**config.mk**
```make
export PLATFORM = sky130hd
export DESIGN_NAME = idx_dec_track
export DESIGN_NICKNAME = d
export VERILOG_FILES = /design/src/rtl/idx_dec_track.sv
export SDC_FILE = /design/constraint.sdc
export NUM_CORES = 1
export LEC_CHECK = 0
export BUFFER_PORTS_ARGS = -buffer_cell sky130_fd_sc_hd__buf_2
export CORE_MARGIN = 4
export CORE_UTILIZATION = 45
export DETAILED_ROUTE_END_ITERATION = 10
export HOLD_SLACK_MARGIN = 0.12
export PLACE_DENSITY = 0.68
export SLEW_MARGIN = 20
export SYNTH_ARGS = -nofsm -noshare
export SYNTH_HDL_FRONTEND = slang
export SYNTH_SLANG_ARGS = --single-unit
```
**constraint.sdc**
```tcl
create_clock -name clk -period 4.6 [get_ports clk]
set_input_delay 0.46 -clock clk [delete_from_list [all_inputs] [get_ports clk]]
set_output_delay 0.46 -clock clk [all_outputs]
set_load 0.03 [all_outputs]
```
**src/rtl/idx_dec_track.sv**
```systemverilog
// Registered index decoder and occupancy tracker: set/clear indices update a
// persistent bit vector with count, full/empty flags, one-hot decode and error pulses.
module idx_dec_track #(
  parameter int OUT = 32,
  parameter bit ACT = 1'b1,
  localparam int IDX = $clog2(OUT),
  localparam int CNT = $clog2(OUT + 1)
) (
  input  logic           clk,
  input  logic           reset_,
  input  logic           set_valid,
  input  logic [IDX-1:0] set_idx,
  input  logic           clr_valid,
  input  logic [IDX-1:0] clr_idx,
  input  logic           flush,
  output logic [OUT-1:0] vec,
  output logic           dec_valid,
  output logic [OUT-1:0] dec_oh,
  output logic [CNT-1:0] count,
  output logic           empty,
  output logic           full,
  output logic           dup_err,
  output logic           clr_err,
  output logic           rng_err
);

  localparam logic [31:0]    OUT_U = 32'(OUT);
  localparam logic [OUT-1:0] ONE   = {{(OUT-1){1'b0}}, 1'b1};

  // State is kept active-high internally; ACT only affects the output view.
  logic [OUT-1:0] vec_reg, vec_next;
  logic [OUT-1:0] dec_reg, dec_next;
  logic [CNT-1:0] count_reg, count_next;
  logic           dec_valid_reg, dec_valid_next;
  logic           empty_reg, empty_next;
  logic           full_reg, full_next;
  logic           dup_err_reg, dup_err_next;
  logic           clr_err_reg, clr_err_next;
  logic           rng_err_reg, rng_err_next;

  logic           set_in, clr_in;
  logic           set_ok, clr_ok;
  logic [OUT-1:0] set_oh, clr_oh, after_clr;

  always_comb begin
    set_in = set_valid && (32'(set_idx) < OUT_U);
    clr_in = clr_valid && (32'(clr_idx) < OUT_U);
    rng_err_next = (set_valid && !set_in) || (clr_valid && !clr_in);

    // Clear is applied before set so a same-index pair leaves the bit set.
    clr_oh       = (clr_in && !flush) ? (ONE << clr_idx) : '0;
    clr_ok       = |(vec_reg & clr_oh);
    clr_err_next = (|clr_oh) && !clr_ok;
    after_clr    = vec_reg & ~clr_oh;

    set_oh       = (set_in && !flush) ? (ONE << set_idx) : '0;
    set_ok       = (|set_oh) && !(|(after_clr & set_oh));
    dup_err_next = (|set_oh) && !set_ok;

    dec_valid_next = set_ok;
    dec_next       = set_ok ? set_oh : dec_reg;

    if (flush) begin
      vec_next   = '0;
      count_next = '0;
    end else begin
      vec_next   = after_clr | set_oh;
      count_next = count_reg - CNT'(clr_ok) + CNT'(set_ok);
    end

    empty_next = (count_next == '0);
    full_next  = (count_next == CNT'(OUT));
  end

  always_ff @(posedge clk or negedge reset_) begin
    if (!reset_) begin
      vec_reg       <= '0;
      dec_reg       <= '0;
      count_reg     <= '0;
      dec_valid_reg <= 1'b0;
      empty_reg     <= 1'b1;
      full_reg      <= 1'b0;
      dup_err_reg   <= 1'b0;
      clr_err_reg   <= 1'b0;
      rng_err_reg   <= 1'b0;
    end else begin
      vec_reg       <= vec_next;
      dec_reg       <= dec_next;
      count_reg     <= count_next;
      dec_valid_reg <= dec_valid_next;
      empty_reg     <= empty_next;
      full_reg      <= full_next;
      dup_err_reg   <= dup_err_next;
      clr_err_reg   <= clr_err_next;
      rng_err_reg   <= rng_err_next;
    end
  end

  for (genvar gi = 0; gi < OUT; gi++) begin : g_pol
    assign vec[gi]    = vec_reg[gi] ~^ ACT;
    assign dec_oh[gi] = dec_reg[gi] ~^ ACT;
  end

  assign dec_valid = dec_valid_reg;
  assign count     = count_reg;
  assign empty     = empty_reg;
  assign full      = full_reg;
  assign dup_err   = dup_err_reg;
  assign clr_err   = clr_err_reg;
  assign rng_err   = rng_err_reg;

endmodule

```
# Word-level counts from Yosys, hierarchy flattened
# Cells that the tools add are included.
# totals
regBits	75
latch_bits	0
mem_bits_rw	0
mem_bits_ro	0
in_bits	15
output_inout_bits	76
wordCells	36
memories	0
# classes
add_sub_neg	2
multipliers	0
div_mod_pow	0
n_lt_le_gt_ge	0
eq_ne	1
n_shift	2
muxes	4
bitwise	5
n_reduce_logical	14
# op_table
op	count
32-bit OR reduction	4
32-bit bitwise AND	3
32-bit 2-to-1 mux	3
1-bit by 5-bit << shifter with 32-bit output, first input constant	2
32-bit inverter	1
32-bit OR	1
6-bit by 1-bit adder with 6-bit output	1
6-bit equality test, second input constant	1
6-bit logical NOT	1
6-bit 2-to-1 mux	1
6-bit by 1-bit subtractor with 6-bit output	1
1-bit logical AND	5
1-bit logical NOT	4

# Depth between registers and ports, before layout
# Gate-level depths: netlist of the first run.
# depth
depth_word	12
depth_mapped	20
ltp_nobuf	15

# Least setup slack after synthesis of the first run
# No wires, ideal clock.
# synth_timing
kind	in2reg
start	input flush
end	register empty_reg, in the netlist empty
setup_time_ns	0.059
arrival_ns	4.220
required_ns	4.541
setup_slack_ns	0.321
stages	19
n_path_buf	4
cell_sequence	buf_6 > or4b_1 > buf_2 > o2111ai_1 > o2111ai_1 > nor4_1 > nand4_1 > buf_6 > buf_12 > ha_1 > inv_1 > ha_1 > fa_1 > a21o_1 > a21oi_1 > xor2_1 > nor2_1 > or3_1 > o21ba_2
# synth_via
elab_chain_cells	12
word_cells_on_any_way	18
classes_between	add/sub (2); mux (3); bitwise (4); reduce/logical (9)
# synth_lines
item	line_no	text
from (decl)	15	input logic flush,
parallel branches: the longest is 10 deep, another holds 6-bit by 1-bit subtractor with 6-bit output	-	
6-bit 2-to-1 mux (*)	63	if (flush) begin
named net count_next[4]	33	logic [CNT-1:0] count_reg, count_next;
6-bit logical NOT (*)	71	empty_next = (count_next == '0);
named net empty_next	35	logic empty_reg, empty_next;
to (signal assigned)	91	empty_reg <= empty_next;
to (decl)	35	
# Mark *: on every way through the listed nets, which the timed path passes.
# A chain may end at the register's enable or synchronous reset.

# Worst setup path in the final report of the first run
# Ends and elaborated chain as after synthesis.

==> results_dict.tcl, run 1 <==
set metrics [dict create \
    outcome "finished clean" \
    dr_total_vias 3840 \
    pwr-share-comb_pct 23.3 \
    fin_crit_ps 4199 \
    ys.warnings.count 0 \
    cp-startpoint "flush" \
    overflow 0 \
    synth_cell_types 65 \
    power_switching_w 0.0005171 \
    clk_latency_ps 350 \
    path_clk_slew_ps 90 \
    synth_edf_count 0 \
    max_freq_ghz 0.2382 \
    clock-sinks 75 \
    relSlewSlack_pct 36.89 \
    routed_wl_um 12350 \
    coreArea_um2 9196 \
    floorplan.initialDensity_pct 45.97 \
    clkPwrFrac_pct 32.7 \
    clock_skew_ps 12.18 \
    gr-usage-all-layers_pct 22.72 \
    syn_area_um2 4228 \
    r2r_setup_slack_ps 570 \
    cts_tree "yes" \
    worst-path-buf-inv 2 \
    cts_buffers 9 \
    gp_congestion 0.9373 \
    io_pins 91 \
    ant_nets 0 \
    grt_max_degree 76 \
    p_sw_share_pct 32.04 \
    min_path_type "primary input to async pin" \
    drt_first_pass_iters 5 \
    place_area_um2 4735 \
    regToRegStartpoint "vec[26]" \
    drtIter0Drc 328 \
    tns_ps 0 \
    fillCellCount 888 \
    syn_nets 459 \
    ctsHoldBuffers 0 \
    n_antenna_cell 0 \
    tightest_slew_ps 946.7 \
    avgSynthCellArea_um2 9.675 \
    cts_max_path_buffers 2 \
    cts_setup_buffers 0 \
    grt_pass1_wl_um 19980 \
    worstSetupPathType "primary input to flip-flop" \
    critical-path-top-delay-family "simple AND/OR/NAND/NOR gates" \
    reg2reg_to "empty" \
    start_kind "primary input" \
    hold_viol_final 0 \
    final_layout_size_suffix_gt1_share_pct 25.38 \
    synth_cells 437 \
    die_w_um 104.9 \
    final_cell_mix "buf_2, dfrtp_1, inv_1, a21oi_1, mux2i_1" \
    maxCapViolations 0 \
    peakVddDrop_v 0.0001567 \
    grt_antenna_before_repair 0 \
    slowest_delay_ps 670 \
    total_power_w 0.001614 \
    ys_seq_elements 75 \
    r2r_cells 15 \
    path_max_fanout 11 \
    required_ps 4900 \
    syn2layout_area_growth_pct 16.78 \
    setup_viol 0 \
    end_kind "flip-flop" \
    via_per_inst 6.047 \
    numPortBuffers 89 \
    power.leakage_nw 2.397 \
    design_area_um2 4937 \
    post_cts_resized 0 \
    die_y_um 104.9 \
    drc 0 \
    period_share_pct 91.28 \
    hpwlAfterDp_um 8958 \
    clock_tree.root_cell "clkbuf_8" \
    htreeDepth 3 \
    cp_slowest_cell "or4b_1" \
    final_common_cell "buf_2" \
    grt_pass1_vias 3624 \
    ys_seq_area_share_pct 44.42 \
    synth-main-ff-cell "dfrtp_1" \
    p_per_area_nw_per_um2 326.9 \
    placementRows 35 \
    crit_arrival_ps 4500 \
    rsz0062_at_grt "false" \
    p_int_w 0.001097 \
    die_area_um2 11010 \
    wire_per_inst_um 19.44 \
    seqPwrFrac_pct 44.0 \
    nets 541 \
    async_flop_share_pct 100.0 \
    finalMaxSlewViolations 0 \
    cp_cell_sequence "buf_2 -> or4b_1 -> o2111ai_1 -> o2111ai_1 -> nor4_1 -> nand4_1 -> ha_1 -> inv_1 -> ha_1 -> fa_1 -> a21o_1 -> a21oi_1 -> xor2_1 -> nor2_1 -> or3_1 -> o21ba_2" \
]
[metrics by stage]
stage	std cells	worst slack [ps]	utilization, %	hold slack [ps]
3_5_place_dp	619	34.18	51.48	510.4
6_report	635	401.0	53.69	241.2
2_1_floorplan	437	320.7	-	164.4
3_3_place_gp	619	194.4	51.48	503.6
5_1_grt	635	133.5	53.69	326.4
4_1_cts	635	404.7	53.69	284.5
[worst reg2reg max path, cell delays in order (launching register included)]
cell,delay [ps]
dfrtp_1,430
mux2_2,290
a32oi_1,220
a21oi_1,90
a2111oi_0,390
o221ai_1,290
ha_1,350
inv_1,40
ha_1,200
fa_1,430
a21o_1,180
a21oi_1,170
xor2_1,180
nor2_1,70
or3_1,390
o21ba_2,250
[worst max path at each step]
stage                  to  cells after the start
floorplan           empty                     19
global placement    empty                     16
detailed placement  empty                     16
CTS                 empty                     16
global route        empty                     16
finish              empty                     16
[final cells by class]
| type | count | area [um^2] | share of cell area, % |
|---|---|---|---|
| clock buffer | 11 | 141.4 | 2.864 |
| clock inverter | 5 | 61.31 | 1.242 |
| inverter | 44 | 165.2 | 3.345 |
| multi-input combinational | 282 | 1969 | 39.89 |
| sequential | 75 | 1878 | 38.04 |
| tap | 111 | 138.9 | 2.813 |
| timing repair buffer | 107 | 583.1 | 11.81 |
[cells by family (layout without fill, tap and decap cells)]
logic type               count (synthesis)  in the layout  share of synthesized area, %
AO/OA/AOI/OAI                          117            117                         17.17
XOR/XNOR                                 5              5                         1.036
adder cells (fa/ha/maj)                  7              7                         2.249
buffers and inverters                   80            167                         8.997
flip-flops                              75             75                         44.42
multiplexers                            37             37                         8.790
other                                    1              1                       0.08870
AND/OR/NAND/NOR                        115            115                         17.25
[routing by layer]
| layer | global-route usage [%] | up-vias | share of wire, % |
|---|---|---|---|
| met1 | 33.14 | 1893 | 44 |
| met3 | 6.794 | 23 | 9.0 |
| met5 | 0 | - | 0 |
| met4 | 5.904 | 0 | 1.7 |
| met2 | 32.91 | 176 | 45 |
| li1 | - | 1748 | - |
[power by group through the flow]
stage | registers (W) | clock network, W | logic, W
2_1_floorplan | 0.000782 | 0 | 0.000220
3_3_place_gp | 0.000724 | 0 | 0.000367
3_5_place_dp | 0.000725 | 0 | 0.000375
4_1_cts | 0.000712 | 0.000536 | 0.000376
5_1_grt | 0.000715 | 0.000564 | 0.000416
6_report | 0.000711 | 0.000527 | 0.000376
[synth_stat cells (all sizes together) (4+ instances only)]
| cell type | n | area (um^2) |
|---|---|---|
| nor2 | 13 | 48.80 |
| o2111ai | 15 | 131.4 |
| mux2i | 36 | 360.4 |
| o22ai | 7 | 43.79 |
| o21ai | 35 | 175.2 |
| nor3b | 4 | 30.03 |
| dfrtp | 74 | 1852 |
| nor2b | 10 | 62.56 |
| nand3b | 4 | 30.03 |
| ha | 6 | 75.07 |
| nand3 | 24 | 120.1 |
| a21oi | 38 | 190.2 |
| nand4bb | 4 | 45.04 |
| nor4 | 5 | 52.55 |
| clkbuf | 25 | 93.84 |
| nand4 | 6 | 37.54 |
| nand2 | 15 | 56.30 |
| inv | 44 | 165.2 |
| buf | 11 | 121.4 |
Note: power is estimated with default switching activity, not from simulation.
==> run 2, diff against run 1 <==
--- a/config.mk
+++ b/config.mk
@@ -8,9 +8,10 @@
 export BUFFER_PORTS_ARGS = -buffer_cell sky130_fd_sc_hd__buf_2
 export CORE_MARGIN = 4
 export CORE_UTILIZATION = 45
+export CTS_BUF_LIST = sky130_fd_sc_hd__clkbuf_8
 export DETAILED_ROUTE_END_ITERATION = 10
 export HOLD_SLACK_MARGIN = 0.12
-export PLACE_DENSITY = 0.68
+export PLACE_DENSITY = 0.74
 export SLEW_MARGIN = 20
 export SYNTH_ARGS = -nofsm -noshare
 export SYNTH_HDL_FRONTEND = slang
==> results_dict.tcl, run 2 (synthesis results as in run 1) <==
set metrics [dict create \
    critical-path-top-delay-family "simple AND/OR/NAND/NOR gates" \
    final_cell_mix "buf_2, dfrtp_1, inv_1, a21oi_1, mux2i_1" \
    hpwlAfterDp_um 9152 \
    max_freq_ghz 0.2340 \
    cts_buffers 9 \
    htreeDepth 3 \
    place_area_um2 4735 \
    floorplan.initialDensity_pct 45.97 \
    gr-usage-all-layers_pct 23.55 \
    final_layout_size_suffix_gt1_share_pct 25.67 \
    cp_cell_sequence "buf_2 -> or3b_1 -> buf_4 -> o2111ai_1 -> o2111ai_1 -> nor4_1 -> nand4_1 -> ha_1 -> inv_1 -> ha_1 -> fa_1 -> a21o_1 -> a21oi_1 -> xor2_1 -> nor2_1 -> or3_1 -> o21ba_2" \
    setup_viol 0 \
    clock_tree.root_cell "clkbuf_8" \
    n_antenna_cell 0 \
    period_share_pct 92.89 \
    dr_total_vias 3841 \
    drc 0 \
    design_area_um2 4967 \
    drt_first_pass_iters 6 \
    fillCellCount 867 \
    fin_crit_ps 4273 \
    nets 543 \
    worst-path-buf-inv 3 \
    fin_util_pct 54.01 \
    cp_slowest_cell "or3b_1" \
    power.leakage_nw 2.421 \
    path_max_fanout 10 \
    relSlewSlack_pct 59.82 \
    cts_max_path_buffers 2 \
    via_per_inst 6.030 \
    tns_ps 0 \
    crit_arrival_ps 4580 \
    start_kind "primary input" \
    grt_pass1_wl_um 20630 \
    syn2layout_area_growth_pct 17.49 \
    grt_antenna_before_repair 0 \
    final_common_cell "buf_2" \
    ctsHoldBuffers 0 \
    rsz0062_at_grt "false" \
    ant_nets 0 \
    die_w_um 104.9 \
    finalMaxSlewViolations 0 \
    cts_setup_buffers 0 \
    multi_input_area_um2 1969 \
    wire_per_inst_um 20.29 \
    maxCapViolations 0 \
    drtIter0Drc 298 \
    clock_skew_ps 10.99 \
    post_cts_resized 0 \
    required_ps 4910 \
    grt_max_degree 76 \
    overflow 0 \
    numPortBuffers 89 \
    placementRows 35 \
    p_per_area_nw_per_um2 328.2 \
    min_path_type "primary input to flip-flop" \
    tightest_slew_ps 601.5 \
    clock-sinks 75 \
    die_area_um2 11010 \
    die_y_um 104.9 \
    outcome "finished clean" \
    routed_wl_um 12920 \
    clk_latency_ps 360 \
    gp_congestion 0.9183 \
    seq_area_um2 1878 \
    path_clk_slew_ps 80 \
    pre_cts_slack_ps 49.92 \
    hold_viol_final 0 \
    grt_pass1_vias 3787 \
    coreArea_um2 9196 \
    end_kind "flip-flop" \
    peakVddDrop_v 0.0001439 \
    io_pins 91 \
    fin_hold_ws_ps 421.6 \
    slowest_delay_ps 580 \
    worstSetupPathType "primary input to flip-flop" \
    worst_slack_ps 326.9 \
    cts_tree "yes" \
]
[run 2: area by class of cell]
class | instances | share of cell area (%)
repair buffers | 109 | 12.34
clock inverters | 6 | 1.310
well taps | 111 | 2.796
flip-flops and latches | 75 | 37.81
clock buffers | 10 | 2.771
inverters | 44 | 3.325
multi-input cells | 282 | 39.65
[run 2: metrics by stage]
step	instances	power (W)
after floorplan	437	0.001002
after global placement	619	0.001093
after detailed placement	619	0.001109
after CTS	635	0.001635
after global routing	637	0.001704
final	637	0.001630
[run 2: power by group]
group	total, W	internal, W	switching, W	leakage (nW)
logic	0.000391	0.000140	0.000250	1.28
registers	0.000711	0.000692	0.0000194	1.03
clock network	0.000528	0.000265	0.000263	0.102
total	0.00163	0.00110	0.000533	2.42
[run 2: path summary, 6_finish.rpt]
path | start | slack [ps] | cells after the start | to
worst max-delay path | clr_valid | 330 | 17 | empty
worst min-delay path | clr_valid | 420 | 2 | clr_err
worst max register to register | vec[26] | 600 | 15 | empty
worst min register to register | dec_oh[15] | 520 | 2 | dec_oh[15]
max in group asynchronous | reset_ | 3370 | 3 | empty
min in group asynchronous | reset_ | 590 | 2 | dec_oh[18]
[run 2: layer usage]
metal	wire length, um	up-vias	global-route usage, %	share of wire [%]
li1	-	1738	-	-
met1	5552	1868	32.96	43
met2	6011	214	35.29	47
met3	1136	21	6.547	8.8
met4	223	0	7.779	1.7
met5	0	-	0	0
==> run 3, diff against run 2 <==
--- a/config.mk
+++ b/config.mk
@@ -6,12 +6,13 @@
 export NUM_CORES = 1
 export LEC_CHECK = 0
 export BUFFER_PORTS_ARGS = -buffer_cell sky130_fd_sc_hd__buf_2
+export CORE_ASPECT_RATIO = 0.9
 export CORE_MARGIN = 4
 export CORE_UTILIZATION = 45
-export CTS_BUF_LIST = sky130_fd_sc_hd__clkbuf_8
 export DETAILED_ROUTE_END_ITERATION = 10
 export HOLD_SLACK_MARGIN = 0.12
 export PLACE_DENSITY = 0.74
+export REMOVE_ABC_BUFFERS = 1
 export SLEW_MARGIN = 20
 export SYNTH_ARGS = -nofsm -noshare
 export SYNTH_HDL_FRONTEND = slang
==> results_dict.tcl, run 3 (synthesis results as in run 1) <==
set metrics [dict create \
    die_area_um2 11010 \
    relSlewSlack_pct 36.68 \
    final_layout_size_suffix_gt1_share_pct 26.28 \
    via_per_inst 5.803 \
    rsz0062_at_grt "false" \
    nets 546 \
    regToRegStartpoint "vec[26]" \
    placementRows 33 \
    final_common_cell "buf_2" \
    cts_tree "yes" \
    cts_buffers 9 \
    grt_pass1_wl_um 19980 \
    dr_total_vias 3778 \
    total_power_w 0.001774 \
    clock-sinks 75 \
    required_ps 4900 \
    drt_first_pass_iters 5 \
    post_cts_resized 0 \
    maxCapViolations 0 \
    crit_arrival_ps 4500 \
    seq_area_um2 1878 \
    gr-usage-all-layers_pct 23.50 \
    wire_per_inst_um 19.07 \
    grt_max_degree 76 \
    gp_congestion 0.9138 \
    fin_crit_ps 4196 \
    outcome "finished clean" \
    drtIter0Drc 349 \
    peakVddDrop_v 0.0002099 \
    die_y_um 99.96 \
    io_pins 91 \
    hpwlAfterDp_um 9211 \
    period_share_pct 91.21 \
    finalMaxSlewViolations 0 \
    multi_input_area_um2 1969 \
    n_antenna_cell 0 \
    start_kind "primary input" \
    max_freq_ghz 0.2383 \
    cts_max_path_buffers 2 \
    setup_viol 0 \
    die_w_um 110.2 \
    clock_skew_ps 8.615 \
    overflow 0 \
    tightest_slew_ps 949.8 \
    fillCellCount 856 \
    hold_viol_final 0 \
    syn2layout_area_growth_pct 19.68 \
    coreArea_um2 9125 \
    grt_antenna_before_repair 0 \
    routed_wl_um 12410 \
    final_cell_mix "buf_2, dfrtp_1, inv_1, a21oi_1, mux2i_1" \
    path_max_fanout 9 \
    clock_tree.root_cell "clkbuf_8" \
    tns_ps 0 \
    power.leakage_nw 2.461 \
    clk_latency_ps 360 \
    drc 0 \
    ctsHoldBuffers 0 \
    min_path_type "primary input to async pin" \
    worstSetupPathType "primary input to flip-flop" \
    p_per_area_nw_per_um2 350.5 \
    r2r_cells 14 \
    cts_setup_buffers 0 \
    numPortBuffers 89 \
    reg2reg_to "empty" \
    end_kind "flip-flop" \
    r2r_setup_slack_ps 740 \
    path_clk_slew_ps 80 \
    ant_nets 0 \
    grt_pass1_vias 3720 \
    cp-startpoint "flush" \
    htreeDepth 3 \
    floorplan.initialDensity_pct 46.33 \
]
## run 3: changes by cell type in the layout (fill, tap and decap cells not counted)
| cell | delta |
|---|---|
| buf_12 | -1 |
| clkinv_2 | -2 |
| dlygate4sd3_1 | -1 |
| clkinv_4 | -1 |
| buf_4 | +5 |
| bufinv_16 | +3 |
## run 3: power by group
group | internal [W] | switching, W | total [W]
logic | 0.000139 | 0.000239 | 0.000378
clock network | 0.000431 | 0.000255 | 0.000686
registers | 0.000692 | 0.0000180 | 0.000710
total | 0.00126 | 0.000512 | 0.00177
## run 3: area by class of cell
cell class | instances | area share [%]
repair buffers | 112 | 12.27
inverters | 44 | 3.264
well taps | 122 | 3.017
clock inverters | 6 | 2.695
multi-input cells | 282 | 38.92
flip-flops and latches | 75 | 37.12
clock buffers | 10 | 2.720
## run 3: worst max path at each step
| stage | to | slack, ps | cells past startpoint |
|---|---|---|---|
| floorplan | empty | -1200 | 15 |
| global placement | empty | 130 | 17 |
| detailed placement | empty | 80 | 16 |
| CTS | empty | 420 | 16 |
| global route | empty | 160 | 17 |
| finish | empty | 400 | 16 |
## run 3: through the flow
stage / setup slack, ps / util (%) / cells / hold slack, ps / cell area (um^2)
after floorplan: -1199 / - / 401 / 164.4 / 4013
after global placement: 131.0 / 52.45 / 635 / 503.7 / 4786
after detailed placement: 75.68 / 52.45 / 635 / 509.7 / 4786
after CTS: 420.6 / 55.45 / 651 / 272.1 / 5060
after global routing: 164.5 / 55.45 / 651 / 322.0 / 5060
final: 404.3 / 55.45 / 651 / 219.7 / 5060
## run 3: worst max-delay path: stages
cell	delay, ps
buf_2	170
or4_4	590
o21ai_1	230
o22ai_1	160
nor4_2	350
buf_4	190
nand4_1	160
ha_1	330
inv_1	40
ha_1	200
fa_1	440
xnor2_1	180
nor2_1	70
or3_1	360
or3_1	320
o21ba_2	230
## run 3: routing by layer
layer / routed length (um) / GRT usage, % / vias up
met4: 263 / 5.398 / 0
met1: 5736 / 35.13 / 1835
met3: 928 / 6.431 / 26
li1: - / - / 1753
met5: 0 / 0 / -
met2: 5483 / 34.00 / 164
